===== src/rtl/rpc_cmd_decoder.sv =====
// RPC DRAM command-channel decoder: assembles two 16-bit beats into a
// 32-bit packet, validates parity/reserved/opcode, and presents decoded
// fields through a single valid/ready holding register.
// Ports: clk_i, rst_ni (sync, active low); beat_valid_i/beat_ready_o/
// beat_data_i (input beats, low half first); cmd_valid_o/cmd_ready_i and
// cmd_type_o, cmd_bank_o, cmd_addr_o, cmd_len_o, cmd_zqc_o, cmd_err_o
// (decoded command); timeout_o (partial packet dropped).
// Optional macro RPC_CMD_DEC_STATS_EN adds cnt_ok_o, cnt_err_o and
// cnt_timeout_o saturating counters of CNT_W bits.
module rpc_cmd_decoder #(
  parameter int unsigned TIMEOUT = 16
`ifdef RPC_CMD_DEC_STATS_EN
  ,
  parameter int unsigned CNT_W = 16
`endif
) (
  input  logic        clk_i,
  input  logic        rst_ni,
  input  logic        beat_valid_i,
  output logic        beat_ready_o,
  input  logic [15:0] beat_data_i,
  output logic        cmd_valid_o,
  input  logic        cmd_ready_i,
  output logic [3:0]  cmd_type_o,
  output logic [1:0]  cmd_bank_o,
  output logic [12:0] cmd_addr_o,
  output logic [5:0]  cmd_len_o,
  output logic [1:0]  cmd_zqc_o,
  output logic [1:0]  cmd_err_o,
  output logic        timeout_o
`ifdef RPC_CMD_DEC_STATS_EN
  ,
  output logic [CNT_W-1:0] cnt_ok_o,
  output logic [CNT_W-1:0] cnt_err_o,
  output logic [CNT_W-1:0] cnt_timeout_o
`endif
);

  localparam int unsigned TW = $clog2(TIMEOUT + 1);

  localparam logic [3:0] CMD_INVALID = 4'd0;
  localparam logic [3:0] CMD_WR      = 4'd5;
  localparam logic [3:0] CMD_RD      = 4'd6;
  localparam logic [3:0] CMD_ZQC     = 4'd8;

  typedef enum logic {
    IDLE,
    WAIT_B1
  } state_e;

  state_e      state_q, state_d;
  logic [15:0] lo_q, lo_d;
  logic [TW-1:0] cnt_q, cnt_d;
  logic        tmo_q, tmo_d;
  logic        vld_q, vld_d;
  logic [3:0]  type_q, type_d;
  logic [1:0]  bank_q, bank_d;
  logic [12:0] addr_q, addr_d;
  logic [5:0]  len_q, len_d;
  logic [1:0]  zqc_q, zqc_d;
  logic [1:0]  err_q, err_d;

  logic        beat_rdy;
  logic        xfer;
  logic        ld;
  logic [31:0] word;
  logic [3:0]  op;
  logic        par_bad;
  logic        rsv_bad;
  logic        op_bad;
  logic [1:0]  dec_err;

  assign beat_rdy = rst_ni && (!vld_q || cmd_ready_i);
  assign xfer     = beat_valid_i && beat_rdy;

  assign word    = {beat_data_i, lo_q};
  assign op      = word[3:0];
  assign par_bad = ~^word;
  assign rsv_bad = |word[30:27];
  assign op_bad  = (op == 4'd0) || (op > CMD_ZQC);

  always_comb begin
    dec_err = 2'd0;
    priority case (1'b1)
      par_bad: dec_err = 2'd1;
      rsv_bad: dec_err = 2'd2;
      op_bad:  dec_err = 2'd3;
      default: dec_err = 2'd0;
    endcase
  end

  always_comb begin
    state_d = state_q;
    lo_d    = lo_q;
    cnt_d   = cnt_q;
    tmo_d   = 1'b0;
    ld      = 1'b0;
    unique case (state_q)
      IDLE: begin
        if (xfer) begin
          lo_d    = beat_data_i;
          cnt_d   = '0;
          state_d = WAIT_B1;
        end
      end
      WAIT_B1: begin
        if (xfer) begin
          ld      = 1'b1;
          state_d = IDLE;
        end else if (cnt_q == TW'(TIMEOUT - 1)) begin
          tmo_d   = 1'b1;
          state_d = IDLE;
        end else begin
          cnt_d = cnt_q + 1'b1;
        end
      end
    endcase
  end

  always_comb begin
    vld_d  = vld_q && !cmd_ready_i;
    type_d = type_q;
    bank_d = bank_q;
    addr_d = addr_q;
    len_d  = len_q;
    zqc_d  = zqc_q;
    err_d  = err_q;
    if (ld) begin
      vld_d  = 1'b1;
      err_d  = dec_err;
      type_d = CMD_INVALID;
      bank_d = '0;
      addr_d = '0;
      len_d  = '0;
      zqc_d  = '0;
      if (dec_err == 2'd0) begin
        type_d = op;
        bank_d = word[7:6];
        addr_d = word[20:8];
        if (op == CMD_WR || op == CMD_RD) begin
          len_d = word[26:21];
        end
        if (op == CMD_ZQC) begin
          zqc_d = word[5:4];
        end
      end
    end
  end

  always_ff @(posedge clk_i) begin
    if (!rst_ni) begin
      state_q <= IDLE;
      lo_q    <= '0;
      cnt_q   <= '0;
      tmo_q   <= 1'b0;
      vld_q   <= 1'b0;
      type_q  <= '0;
      bank_q  <= '0;
      addr_q  <= '0;
      len_q   <= '0;
      zqc_q   <= '0;
      err_q   <= '0;
    end else begin
      state_q <= state_d;
      lo_q    <= lo_d;
      cnt_q   <= cnt_d;
      tmo_q   <= tmo_d;
      vld_q   <= vld_d;
      type_q  <= type_d;
      bank_q  <= bank_d;
      addr_q  <= addr_d;
      len_q   <= len_d;
      zqc_q   <= zqc_d;
      err_q   <= err_d;
    end
  end

  assign beat_ready_o = beat_rdy;
  assign cmd_valid_o  = vld_q;
  assign cmd_type_o   = type_q;
  assign cmd_bank_o   = bank_q;
  assign cmd_addr_o   = addr_q;
  assign cmd_len_o    = len_q;
  assign cmd_zqc_o    = zqc_q;
  assign cmd_err_o    = err_q;
  assign timeout_o    = tmo_q;

`ifdef RPC_CMD_DEC_STATS_EN
  logic [CNT_W-1:0] ok_q, ok_d;
  logic [CNT_W-1:0] bad_q, bad_d;
  logic [CNT_W-1:0] to_q, to_d;

  always_comb begin
    ok_d  = ok_q;
    bad_d = bad_q;
    to_d  = to_q;
    if (ld && dec_err == 2'd0 && ok_q != '1) begin
      ok_d = ok_q + 1'b1;
    end
    if (ld && dec_err != 2'd0 && bad_q != '1) begin
      bad_d = bad_q + 1'b1;
    end
    if (tmo_d && to_q != '1) begin
      to_d = to_q + 1'b1;
    end
  end

  always_ff @(posedge clk_i) begin
    if (!rst_ni) begin
      ok_q  <= '0;
      bad_q <= '0;
      to_q  <= '0;
    end else begin
      ok_q  <= ok_d;
      bad_q <= bad_d;
      to_q  <= to_d;
    end
  end

  assign cnt_ok_o      = ok_q;
  assign cnt_err_o     = bad_q;
  assign cnt_timeout_o = to_q;
`endif

endmodule

===== config.mk =====
export PLATFORM = sky130hd
export DESIGN_NAME = rpc_cmd_decoder
export DESIGN_NICKNAME = d
export VERILOG_FILES = /design/src/rtl/rpc_cmd_decoder.sv
export SDC_FILE = /design/constraint.sdc
export NUM_CORES = 1
export LEC_CHECK = 0
export ABC_AREA = 1
export CORE_MARGIN = 1
export CORE_UTILIZATION = 32
export CTS_CLUSTER_SIZE = 28
export DETAILED_ROUTE_END_ITERATION = 7
export PLACE_DENSITY = 0.58
export SYNTH_ARGS = -nofsm -noshare
export SYNTH_HDL_FRONTEND = slang
export SYNTH_SLANG_ARGS = --single-unit

===== constraint.sdc =====
create_clock -name clk_i -period 2.3 [get_ports clk_i]
set_input_delay 0.23 -clock clk_i [delete_from_list [all_inputs] [get_ports clk_i]]
set_output_delay 0.23 -clock clk_i [all_outputs]
set_load 0.01 [all_outputs]

### Word level (Yosys, flattened, before mapping)

Cells that the tools add are included.
W data, S select, Z words.

| cells by class | value |
|---|---|
| bitwise operators | 2 |
| magnitude comparators | 1 |
| $mul | 0 |
| muxes and demuxes | 21 |
| add/subtract/negate cells | 1 |
| reduce and logical (&&, ||, !) cells | 15 |
| equal/unequal tests | 7 |
| shifts and indexed selects | 0 |
| divide/modulo/power cells | 0 |

Operator list:

| operator | number |
|---|---|
| $reduce_xnor A32 Y1 | 1 |
| $mux W5 | 3 |
| $mux W13 | 1 |
| $mux W2 | 6 |
| $mux W6 | 2 |
| $pmux W5 S2 | 1 |
| $eq A4 B3 Y1 const B | 2 |
| $mux W1 | 6 |
| $ne A2 B2 Y1 const B | 3 |
| $add A5 B1 Y5 const B | 1 |
| $eq A5 B4 Y1 const B | 1 |
| $eq A4 B4 Y1 const B | 1 |
| $gt A4 B4 Y1 const B | 1 |
| $logic_not A4 Y1 | 1 |
| $mux W4 | 1 |
| $reduce_or A4 Y1 | 1 |
| $logic_and A1 B1 Y1 | 3 |
| $logic_or A1 B1 Y1 | 3 |
| $reduce_and A3 Y1 | 1 |
| $reduce_or A3 Y1 | 1 |
| $logic_not A1 Y1 | 2 |
| $logic_not A2 Y1 | 1 |
| $not A1 Y1 | 2 |
| $pmux W1 S2 | 1 |
| $reduce_and A2 Y1 | 1 |

| word-level totals | value |
|---|---|
| flip-flop bits (word level) | 53 |
| bits of input ports | 20 |
| bits in read-only memories | 0 |
| output and inout port bits | 32 |
| bits in writable memories | 0 |
| bits in latches | 0 |
| memories kept | 0 |
| logic and storage cells | 58 |

### Logic depth before layout (Yosys ltp)

Gate-level depths: netlist of the first run.

| depth | value |
|---|---|
| word-level depth | 7 |
| depth in mapped cells | 17 |
| depth with buffers taken out | 16 |

### Worst setup path before layout of the first run

No wires, ideal clock.

| timing path | value |
|---|---|
| kind | register to register |
| start point | reg lo_q[3] |
| end point | reg bank_q[0] (netlist: cmd_bank_o[0]) |
| library setup time | 0.070 ns |
| buffers on the path | 2 |
| clock period less this slack | 1.901 ns |
| required time | 2.230 ns |
| path slack | 0.399 ns |
| data arrival time | 1.830 ns |
| stages on the path, launching flop included | 16 |
| cell sequence | dfxtp_1 -> inv_1 -> ha_1 -> xnor2_1 -> inv_1 -> nand3_2 -> nand2_1 -> nand2_1 -> inv_1 -> nor2_1 -> nand2_1 -> nand2_2 -> buf_6 -> buf_8 -> nand4_1 -> a21oi_1 |

| between the ends | value |
|---|---|
| longest elaborated chain between the ends | 7 |
| elaborated cells between the ends (all ways) | 9 |
| those cells by class | order compare (1); mux (4); reduce/logical (4) |

RTL lines:

| element | line | text |
|---|---|---|
| start: declaration | 52 | `logic [15:0] lo_q, lo_d;` |
| start signal: assignment | 165 | `lo_q <= lo_d;` |
| $gt A4 B4 Y1 or $logic_not A4 Y1 (tied branches) | 80 | `assign op_bad = (op == 4'd0) \|\| (op > CMD_ZQC);` |
| $logic_or A1 B1 Y1 | 80 |  |
| $mux W2 (2 in series) | 84 | `priority case (1'b1)` |
| $mux W2 (*) | 84 |  |
| $logic_not A2 Y1 (*) | 136 | `if (dec_err == 2'd0) begin` |
| $mux W2 (*) | 136 |  |
| end signal: assignment | 170 | `bank_q <= bank_d;` |
| end: declaration | 57 | `logic [1:0] bank_q, bank_d;` |

Mark *: on every way between the ends. The rest lies on a longest branch, timed or not.
A chain may end at the register's enable or synchronous reset.

### Worst setup path after layout of the first run

| timing path | value |
|---|---|
| start point | reg lo_q[1] |
| end point | reg type_q[1] (netlist: cmd_type_o[1]) |

| between the ends | value |
|---|---|
| longest elaborated chain between the ends | 7 |
| elaborated cells between the ends (all ways) | 9 |
| those cells by class | order compare (1); mux (4); reduce/logical (4) |

RTL lines:

| element | line | text |
|---|---|---|
| $gt A4 B4 Y1 or $logic_not A4 Y1 (tied branches) | 80 |  |
| $logic_or A1 B1 Y1 | 80 |  |
| $mux W2 (3 in series) | 84 |  |
| $logic_not A2 Y1 | 136 |  |
| $mux W4 (*) | 136 |  |
| end signal: assignment | 169 | `type_q <= type_d;` |
| end: declaration | 56 | `logic [3:0] type_q, type_d;` |

Marks and branches as above.

==> impl_metrics.json, run 1 <==
{
  "routedWlPerCell_um": 12.27,
  "status": "complete, no violations",
  "cts_buffers": 5,
  "areaGrowthSynthToFinish_pct": 28.30,
  "netlist_area_mm2": 0.002860,
  "rows": 34,
  "clockBufferDepth": 2,
  "dpl.hpwl_um": 5727,
  "leakage_nw": 1.625,
  "p_total_mw": 2.172,
  "wl_met1_um": 3375,
  "grt_pass1_wl_um": 12360,
  "timing.fmax_ghz": 0.4787,
  "place.gp.congestion": 0.8468,
  "layout_common_cells": "nand2_1 (163), inv_1 (55), dfxtp_1 (53), clkdlybuf4s50_1 (51), a21oi_1 (48)",
  "grt_antenna_before_repair": 0,
  "reg2reg_depth": 14,
  "cts-hold-fix-buffers": 0,
  "avgSynthCellArea_um2": 6.399,
  "criticalPathCategory": "reg2reg",
  "period_needed_ps": 2089,
  "fin_nets": 528,
  "holdCritPathClass": "reg2reg",
  "cts_tree": "yes",
  "diodes": 0,
  "overflow": 0,
  "synth-seq-cells": 53,
  "port_buffers": 51,
  "r2r_start": "lo_q[1]",
  "met2_length_um": 3714,
  "viasPerCell": 4.722,
  "crit_required_ps": 2550,
  "gr-usage-all-layers_pct": 17.16,
  "vias": 2876,
  "synth_cell_type_count": 27,
  "clkTransAtPathRegs_ps": 100,
  "reg2reg_to": "cmd_type_o[1]",
  "startpoint_type": "flip-flop",
  "drive_above_1_share_pct": 6.188,
  "die_w_um": 96.54,
  "wl_um": 7475,
  "hold_viol_final": 0,
  "yosysWarnings": 0,
  "layout_commonest_cell": "nand2_1",
  "clock-skew-final_ps": 9.252,
  "worstPathArrival_ps": 2340,
  "dr_wl_met3_um": 315,
  "setup_violations": 0,
  "fp.coreArea_mm2": 0.008678,
  "pwr_density_cell_mw_per_mm2": 591.9,
  "finalCritPeriodShare_pct": 90.82,
  "startpoint": "lo_q[1]",
  "synth.area.top_cells": "dfxtp_1 (37%), nand2_1 (21%), a21oi_1 (8.4%), inv_1 (7.2%), nand4_1 (5.0%)",
  "synthFlopType": "dfxtp_1",
  "seq_area_frac_synth_pct": 37.10,
  "synth_fp_nets": 475,
  "tightest_slew_ps": 694.5,
  "max_slew_margin_pct": 53.65,
  "clkSinkCount": 53,
  "highest_layer": "met4",
  "async_reset_ff_share_pct": 0,
  "die_area_mm2": 0.009320,
  "maxCapViolations": 0,
  "placed_area_mm2": 0.003546,
  "dr.first_iter.drc_count": 166,
  "synth_top_area_share_pct": 37.10,
  "peakVddDrop_v": 0.0002392,
  "cp-end-kind": "flip-flop",
  "fillCellCount": 944,
  "grt_pass1_vias": 2652,
  "final_area_mm2": 0.003670,
  "ctsHtreeMaxLevel": 2,
  "chipHeight_um": 96.54,
  "fin_hold_ws_ps": 475.0,
  "yosysTopAreaCell": "dfxtp_1",
  "syn-instance-count": 447,
  "slew_viol_final": 0,
  "cp_max_fo": 14,
  "clk_latency_ps": 310,
  "grt_max_degree": 32,
  "rrSetupSlack_ps": 210,
  "synth_edf_count": 0,
  "cts_root_buf": "clkbuf_8",
  "start_util_pct": 32.96,
  "crit_end": "cmd_type_o[1]",
  "ant_nets": 0,
  "io_pins": 52,
  "drt_pass1_iterations": 5,
  "drc": 0
}
==> through the flow <==
stage               std cells  setup slack, ps  utilization (%)  setup TNS (ps)
floorplan                 447            399.4                -               0
global placement          601            129.8            40.86               0
detailed placement        601            126.4            40.86               0
CTS                       609            150.0            42.14               0
global route              609           -40.39            42.29          -76.63
finish                    609            211.1            42.29               0
==> where the power goes <==
group	internal, mW	total [mW]	switching (mW)
Clock	0.327	0.641	0.314
Combinational	0.236	0.555	0.319
Sequential	0.945	0.976	0.0314
==> cell type report <==
cell class	count	area (um^2)	area share [%]
multi-input cells	317	1495	40.74
flip-flops and latches	53	1061	28.91
repair buffers	64	645.6	17.59
inverters	59	221.5	6.035
well taps	108	135.1	3.682
clock buffers	6	72.57	1.977
clock inverters	2	38.79	1.057
==> worst max-delay path, cell delays in order, from the launching register on <==
cell     delay (ps)
dfxtp_1         380
inv_1            80
ha_1            320
xnor2_2         200
inv_1            90
nand3_2          80
nand2_1          60
nand2_1          80
inv_1            40
nor2_1           70
nand2_1          90
nand2_4         140
buf_12          140
nand4_1         110
a21oi_1         140
==> what timing repair did <==
item	4_1_cts	5_1_grt
gates resized for setup	0	2
setup endpoints to repair	0	25
buffers inserted	0	0
endpoints found under the hold margin	0	0
==> sequential cells by signal (all words and copies together), names as in the netlist <==
name / flops
lo_q: 16
cmd_addr_o: 13
cmd_len_o: 6
cnt_q: 5
cmd_type_o: 4
cmd_bank_o: 2
cmd_err_o: 2
cmd_zqc_o: 2
cmd_valid_o: 1
state_q: 1
timeout_o: 1
==> logic make-up (layout without fill, tap and decap cells) <==
| family | count (synthesis) | after routing | share of synthesized area (%) |
|---|---|---|---|
| and+or+nand+nor | 230 | 230 | 33.81 |
| AOI/OAI and AO/OA | 77 | 77 | 13.91 |
| buffers and inverters | 77 | 131 | 11.07 |
| DFF | 53 | 53 | 37.10 |
| adders and majority gates | 8 | 8 | 3.500 |
| xor gates and xnor gates | 2 | 2 | 0.6125 |
==> metal layers <==
metal | up-vias | global-route usage [%]
met4 | 0 | 3.309
li1 | 1520 | -
met2 | 49 | 30.22
met5 | - | 0
met1 | 1302 | 21.66
met3 | 5 | 3.443
==> cell usage after synthesis (2+ instances only) <==
master,number
a21oi_1,48
buf_2,7
clkbuf_1,9
dfxtp_1,53
ha_1,8
inv_1,55
inv_2,3
nand2_1,163
nand3_1,9
nand3_2,2
nand4_1,23
nor2_1,23
nor2_2,2
nor3_1,4
o21ai_0,25
xnor2_1,2
==> worst min path at each step <==
stage | startpoint | cells past startpoint | slack (ps) | to
6_report | cmd_type_o[0] | 2 | 470 | cmd_type_o[0]
3_3_place_gp | cnt_q[4] | 2 | 450 | cnt_q[4]
5_1_grt | cmd_addr_o[10] | 2 | 490 | cmd_addr_o[10]
2_1_floorplan | beat_data_i[7] | 2 | 380 | lo_q[7]
4_1_cts | cmd_addr_o[5] | 2 | 470 | cmd_addr_o[5]
3_5_place_dp | cmd_addr_o[5] | 2 | 460 | cmd_addr_o[5]
No activity file was read; power rests on OpenSTA's default activity.
==> run 2: changes to the inputs <==
CORE_UTILIZATION = 52   (was 32)
CTS_BUF_LIST = sky130_fd_sc_hd__clkbuf_16   (was default)
CTS_CLUSTER_SIZE = default   (was 28)
PLACE_DENSITY = 0.84   (was 0.58)
==> impl_metrics.json, run 2 (same netlist as run 1, synthesis figures left out) <==
{
  "status": "complete, no violations",
  "gr-usage-all-layers_pct": 25.64,
  "clkTransAtPathRegs_ps": 70,
  "top_register": "lo_q",
  "cp_max_fo": 15,
  "grt_antenna_before_repair": 0,
  "chipHeight_um": 76.17,
  "areaGrowthSynthToFinish_pct": 26.07,
  "leakage_nw": 1.608,
  "layout_commonest_cell": "nand2_1",
  "port_buffers": 51,
  "worstPathArrival_ps": 2330,
  "clock-skew-final_ps": 8.319,
  "setup_violations": 0,
  "final_util_pct": 69.28,
  "crit_required_ps": 2530,
  "place.gp.congestion": 0.8435,
  "dr.first_iter.drc_count": 171,
  "layout_common_cells": "nand2_1 (163), inv_1 (55), clkdlybuf4s50_1 (51), dfxtp_1 (49), a21oi_1 (47)",
  "drive_above_1_share_pct": 6.640,
  "cp-end-kind": "flip-flop",
  "rows": 26,
  "pwr_density_cell_mw_per_mm2": 618.8,
  "cts_root_buf": "clkbuf_16",
  "timing.fmax_ghz": 0.4750,
  "die_area_mm2": 0.005801,
  "drc": 0,
  "period_needed_ps": 2105,
  "r2r_start": "lo_q[2]",
  "clk_latency_ps": 290,
  "reg2reg_to": "cmd_addr_o[8]",
  "hold_depth": 2,
  "rsz0062_at_grt": "false",
  "dpl.hpwl_um": 5201,
  "slew_viol_final": 0,
  "cts_buffers": 5,
  "ctsHtreeMaxLevel": 2,
  "hold_viol_final": 0,
  "largest_reg_flops": 16,
  "hold_path_end": "cmd_addr_o[5]",
  "clkSinkCount": 53,
  "cts_tree": "yes",
  "drt_pass1_iterations": 4,
  "reg2reg_depth": 14,
  "criticalPathCategory": "reg2reg",
  "peakVddDrop_v": 0.0004428,
  "io_pins": 52,
  "start_util_pct": 54.95,
  "rrSetupSlack_ps": 190,
  "die_w_um": 76.17,
  "grt_max_degree": 32,
  "min_from": "cmd_addr_o[5]",
  "wl_um": 7025,
  "overflow": 0,
  "startpoint_type": "flip-flop",
  "clockBufferDepth": 2,
  "routedWlPerCell_um": 12.39,
  "vias": 2941,
  "diodes": 0,
  "ant_nets": 0,
  "postCtsSetupBuffers": 0,
  "grt_pass1_wl_um": 11920,
  "holdCritPathClass": "reg2reg",
  "grt_pass1_vias": 2609,
  "fin_nets": 524,
  "finalSetupTns_ps": 0,
  "viasPerCell": 5.187,
  "max_slew_margin_pct": 53.29,
  "finalCritPeriodShare_pct": 91.53,
  "maxCapViolations": 0,
  "tightest_slew_ps": 699.9,
  "fp.coreArea_mm2": 0.005205
}
[run 2: cell types whose count changed in the layout (fill, tap and decap cells not counted), sizes merged]
cell	before	now
buf	13	9
bufinv	1	0
clkbuf	6	5
clkinv	2	1
clkinvlp	0	2
inv	58	59
[run 2: metal layers]
metal / GRT usage [%] / up-vias / wire length [um]
li1: - / 1528 / -
met2: 44.09 / 90 / 3513
met1: 32.28 / 1316 / 3074
met4: 8.654 / 0 / 94
met3: 4.671 / 7 / 343
met5: 0 / - / 0
[run 2: how the worst max path moves through the flow]
stage            start       endpoint  cells after the start
2_1_floorplan  lo_q[3]  cmd_bank_o[0]                     15
3_3_place_gp   lo_q[3]  cmd_addr_o[7]                     14
3_5_place_dp   lo_q[3]  cmd_addr_o[8]                     14
4_1_cts        lo_q[3]  cmd_addr_o[8]                     14
5_1_grt        lo_q[2]  cmd_type_o[1]                     14
6_report       lo_q[2]  cmd_addr_o[8]                     14
[run 2: timing repair]
item / CTS / global route
hold buffers: 0 / 0
gates resized for setup: 0 / 8
endpoints found under the setup margin: 0 / 26
[run 2: cell type report]
class,count,area [um^2]
inverters,59,221.5
fillers,466,1599
clock buffers,5,125.1
clock inverters,3,26.28
well taps,70,87.58
repair buffers,60,585.6
flip-flops and latches,53,1066
multi-input cells,317,1494
[run 2: critical path: stages, from the launching register on]
cell and delay, ps:
dfxtp_2 360, inv_1 60, ha_1 330, xnor2_2 210
inv_1 70, nand3_2 80, nand2_1 70, nand2_1 100
inv_1 50, nor2_1 80, nand2_1 70, nand2_2 130
buf_6 180, nand4_1 100, a21oi_1 140
[run 2: power by group]
part | leakage (nW) | internal [mW] | switching (mW)
logic | 1.11 | 0.190 | 0.303
clock network | 0.0680 | 0.411 | 0.348
registers | 0.432 | 0.946 | 0.0330
total | 1.61 | 1.55 | 0.685
[run 2: per-stage QoR]
stage | cell area, um^2 | instances | worst slack, ps | hold WS, ps | total power, mW
after floorplan | 2860 | 447 | 399.4 | 378.0 | 1.357
after global placement | 3431 | 559 | 168.8 | 449.7 | 1.446
after detailed placement | 3431 | 559 | 106.1 | 457.7 | 1.463
after CTS | 3582 | 567 | 69.01 | 469.5 | 2.212
after global routing | 3606 | 567 | 8.039 | 488.3 | 2.348
final | 3606 | 567 | 194.9 | 465.1 | 2.231
==> run 3: changes to the inputs <==
CTS_CLUSTER_DIAMETER = 200   (was default)
==> results of run 3 <==
The final DEF is identical to that of run 2; final timing and power are the same.
